--- config.mk ---
export PLATFORM = sky130hd
export DESIGN_NAME = deserializer_to
export DESIGN_NICKNAME = d
export VERILOG_FILES = /design/src/rtl/deserializer_to.sv
export SDC_FILE = /design/constraint.sdc
export NUM_CORES = 1
export LEC_CHECK = 0
export ABC_CLOCK_PERIOD_IN_PS = 1700
export CORE_UTILIZATION = 40
export DETAILED_ROUTE_END_ITERATION = 16
export GPL_ROUTABILITY_DRIVEN = 0
export GPL_TIMING_DRIVEN = 0
export RECOVER_POWER = 50
export SYNTH_ARGS = -nofsm -noshare
export SYNTH_HDL_FRONTEND = slang
export SYNTH_SLANG_ARGS = --single-unit
--- constraint.sdc ---
create_clock -name clk -period 1.7 [get_ports clk]
set_input_delay 0.425 -clock clk [delete_from_list [all_inputs] [get_ports clk]]
set_output_delay 0.425 -clock clk [all_outputs]
set_load 0.05 [all_outputs]
--- src/rtl/deserializer_to.sv ---
// deserializer_to: LSB-first serial-to-parallel receiver with one-cycle word strobe.
// Define DESER_PARITY_EN to receive a trailing even-parity bit per word.
module deserializer_to #(
    parameter int TO    = 16,
    parameter int LOGTO = 4
) (
    input  logic          clk,
    input  logic          reset,
    input  logic          data_i,
    input  logic          valid_i,
    input  logic          sync_i,
    output logic [TO-1:0] data_o,
    output logic          word_valid_o,
    output logic          parity_err_o
);
`ifdef DESER_PARITY_EN
    localparam int FRAME = TO + 1;
`else
    localparam int FRAME = TO;
`endif
    localparam logic [LOGTO:0] LAST = (LOGTO+1)'(FRAME - 1);
    localparam logic [LOGTO:0] TO_C = (LOGTO+1)'(TO);

    // One extra counter bit so the parity slot (index TO) is representable.
    logic [LOGTO:0] r_cnt;
    logic [TO-1:0]  r_shreg;
    logic [LOGTO:0] w_idx;
    logic [LOGTO:0] w_cnt_nxt;
    logic [TO-1:0]  w_shreg;
    logic           w_last;

    assign w_last = valid_i && !sync_i && (r_cnt == LAST);

    always_comb begin
        w_idx   = sync_i ? '0 : r_cnt;
        w_shreg = sync_i ? '0 : r_shreg;
        if (valid_i && w_idx < TO_C) w_shreg[w_idx[LOGTO-1:0]] = data_i;
        w_cnt_nxt = sync_i ? {{LOGTO{1'b0}}, valid_i} :
                    !valid_i ? r_cnt :
                    w_last ? '0 : r_cnt + 1'b1;
    end

    always_ff @(posedge clk) begin
        if (reset) begin
            r_cnt        <= '0;
            r_shreg      <= '0;
            data_o       <= '0;
            word_valid_o <= 1'b0;
        end else begin
            r_cnt        <= w_cnt_nxt;
            r_shreg      <= w_shreg;
            word_valid_o <= w_last;
            if (w_last) data_o <= w_shreg;
        end
    end

`ifdef DESER_PARITY_EN
    logic r_par;
    logic w_par;

    assign w_par = (sync_i ? 1'b0 : r_par) ^ (valid_i & data_i);

    always_ff @(posedge clk) begin
        if (reset) begin
            r_par        <= 1'b0;
            parity_err_o <= 1'b0;
        end else begin
            r_par        <= w_last ? 1'b0 : w_par;
            parity_err_o <= w_last & w_par;
        end
    end
`else
    assign parity_err_o = 1'b0;
`endif
endmodule

==> flow_metrics.tcl <==
set metrics [dict create \
    fillers 371 \
    antenna_cells 0 \
    viasPerCell 5.38 \
    grt_max_degree 12 \
    setup-tns-final_ns 0 \
    cts_made_buffers 5 \
    multiInputGateArea_um2 769 \
    worstSkewPairLatency_ns 0.29 \
    worst_r2r_endpoint "data_o[4]" \
    start_util_pct 42.4 \
    row_count 22 \
    crit_required_ns 1.27 \
    synthArstFlopShare_pct 0 \
    yosys_warnings 0 \
    final-setup-viol-count 0 \
    max_freq_mhz 618 \
    cts_tree "yes" \
    synth.area.top_cells "dfxtp_1, o2bb2ai_1, mux2i_1" \
    min_delay_path_depth 3 \
    drc 0 \
    drt_iter0_markers 56 \
    p_per_area_nw_per_um2 889 \
    cts-root-buf "clkbuf_8" \
    dr.pass1.iters 4 \
    overflow 0 \
    min_period_over_period_pct 95.2 \
    pin_count 23 \
    cp_slowest_cell "dlygate4sd2_1" \
    synth_compound_gate_area_share_pct 13.2 \
    grt_usage_pct 19.2 \
    grt_pass1_wl_mm 5.98 \
    path_buf_inv 1 \
    htree_levels 2 \
    syn_inst 162 \
    synth_adder_area_share_pct 0.789 \
    tightest_slew_ns 0.538 \
    cts.path.max_buffers 2 \
    cp_slowest_stage_delay_ns 0.55 \
    synth_seq_cells 38 \
    synth.mux.area_fraction_pct 5.05 \
    synth_seq_area_share_pct 47.9 \
    register_area_um2 768 \
    cp-start-kind "flip-flop" \
    clkTransAtPathRegs_ns 0.07 \
    critPathKind "flip-flop to primary output" \
    finalNonFillerCells 241 \
    r2r_slack_ns 0.10 \
    synth_nets 168 \
    die_y_um 65.0 \
    layout_min_cycle_time_ns 1.62 \
    area_delta_synth_final_pct 25.8 \
    vias 1296 \
    maxCapViolCount 0 \
    arrival_ns 1.19 \
    synth.most_common_cell "dfxtp_1" \
    nNetsFinal 199 \
    skew_ns 0.00584 \
    antenna_found_initial 0 \
    hold_viol_final 0 \
    post-synth-top-area-cell "dfxtp_1" \
    ys_types 35 \
    drive_gt1_share_pct 15.5 \
    place_inst 230 \
    synth-main-ff-cell "dfxtp_1" \
    avgSynthCellArea_um2 9.79 \
    hp-start "valid_i" \
    critPathTopFamily "buffers and inverters" \
    clock-sinks 38 \
    holdPathEnd "r_cnt[0]" \
    port-buffer-count 20 \
    dp_hpwl_mm 2.37 \
    dieArea_um2 4220 \
    outcome "finished, final reports clean" \
    slew-limit-headroom_pct 63.6 \
    synth_edf_count 0 \
    synth-xor-area-share_pct 1.66 \
    slew_violations 0 \
    synth_commonest_cells "dfxtp_1, nor2_1, o2bb2ai_1, nor2b_1" \
    routed_wl_mm 3.63 \
    chipWidth_um 65.0 \
    cp_max_fo 2 \
    worstReg2RegStart "r_cnt[0]" \
    leakage_nw 0.879 \
    ant_nets 0 \
    synth_top_family_by_area "simple AND/OR/NAND/NOR gates" \
    rsz0062_at_grt "false" \
    synth_area_um2 1590 \
    core_area_um2 3740 \
    grt_pass1_vias 1287 \
    postCtsHoldBufs 0 \
    post_drt_wl_per_cell_um 15.1 \
    path_cells "dlygate4sd2_1" \
    vdd_ir_drop_max_mv 0.425 \
    ff2ff_path_depth 7 \
    end_kind "primary output" \
    worstHoldPathType "primary input to flip-flop" \
    synth_top_area_share_pct 47.9 \
    synth_simple_gate_area_share_pct 25.9 \
]
-- how the worst max path moves through the flow --
stage               from          to  cells after the start
3_5_place_dp      sync_i   data_o[4]                      5
6_report       data_o[5]   data_o[5]                      1
5_1_grt         r_cnt[0]   data_o[6]                      7
3_3_place_gp      sync_i   data_o[4]                      5
2_1_floorplan   r_cnt[0]  data_o[10]                      6
4_1_cts           sync_i  data_o[11]                      6
-- sequential cells by signal, summed over array words and instances (netlist names) --
name,cells
r_cnt,5
word_valid_o,1
r_shreg,16
data_o,16
-- repair_timing --
action,in CTS,in global routing
endpoints found under the setup margin,48,18
setup buffers,0,4
gates resized for setup,24,8
pin swaps,0,1
-- final cells by class --
class,count,area share [%]
flip-flops and latches,38,38.5
inverters,3,0.564
clock inverters,1,1.50
plain buffers,12,3.64
clock buffers,6,4.14
multi-input cells,109,38.6
well taps,48,3.01
repair buffers,24,10.1
-- placed cells by master (no fill, tap or decap), types with 3 or more instances in the layout --
| master | n |
|---|---|
| nor2b_1 | 11 |
| and3_1 | 7 |
| buf_4 | 5 |
| inv_1 | 3 |
| nor2_1 | 18 |
| clkbuf_8 | 6 |
| dfxtp_1 | 36 |
| mux2i_1 | 8 |
| clkbuf_1 | 4 |
| a31oi_1 | 7 |
| o2bb2ai_1 | 16 |
| nand2_1 | 8 |
| dlygate4sd2_1 | 17 |
| nand4_1 | 5 |
| nand4b_1 | 4 |
| clkbuf_2 | 4 |
-- logic make-up after synthesis --
| logic type | Yosys count |
|---|---|
| other | 1 |
| AO/OA/AOI/OAI | 26 |
| AND/OR/NAND/NOR | 70 |
| adder cells (fa/ha/maj) | 1 |
| multiplexers | 8 |
| flip-flops | 38 |
| XOR/XNOR | 3 |
| buffers and inverters | 15 |
-- power by group --
part / leakage, nW / internal (mW) / switching, mW / total [mW]
Combinational: 0.514 / 0.0359 / 0.0659 / 0.102
Clock: 0.0573 / 0.469 / 0.306 / 0.776
Sequential: 0.308 / 0.893 / 0.00465 / 0.898
-- stage by stage --
step / setup WS [ns] / cell area [um2] / utilization [%] / power [mW] / hold WS [ns]
after floorplan: 0.204 / 1590 / - / 0.980 / 0.467
after global placement: -0.564 / 1850 / 49.3 / 1.01 / 0.446
after detailed placement: -0.587 / 1850 / 49.3 / 1.01 / 0.446
after CTS: 0.000581 / 1960 / 52.2 / 1.79 / 0.431
after global routing: 0.00728 / 2000 / 53.3 / 1.84 / 0.464
final: 0.0824 / 2000 / 53.3 / 1.78 / 0.446
-- tightest hold or removal path, stage by stage --
cell and delay, ns:
buf_6 0.12, xnor2_1 0.12, nor3_1 0.04
-- metal layers --
| layer | part of all wire, % | track usage, % | wire [um] |
|---|---|---|---|
| met1 | 45 | 23.8 | 1640 |
| met3 | 3.2 | 4.23 | 115 |
| met4 | 3.3 | 11.1 | 121 |
| met2 | 48 | 30.3 | 1760 |
| met5 | 0 | 0 | 0 |
Note: power is estimated with default switching activity, not from simulation.
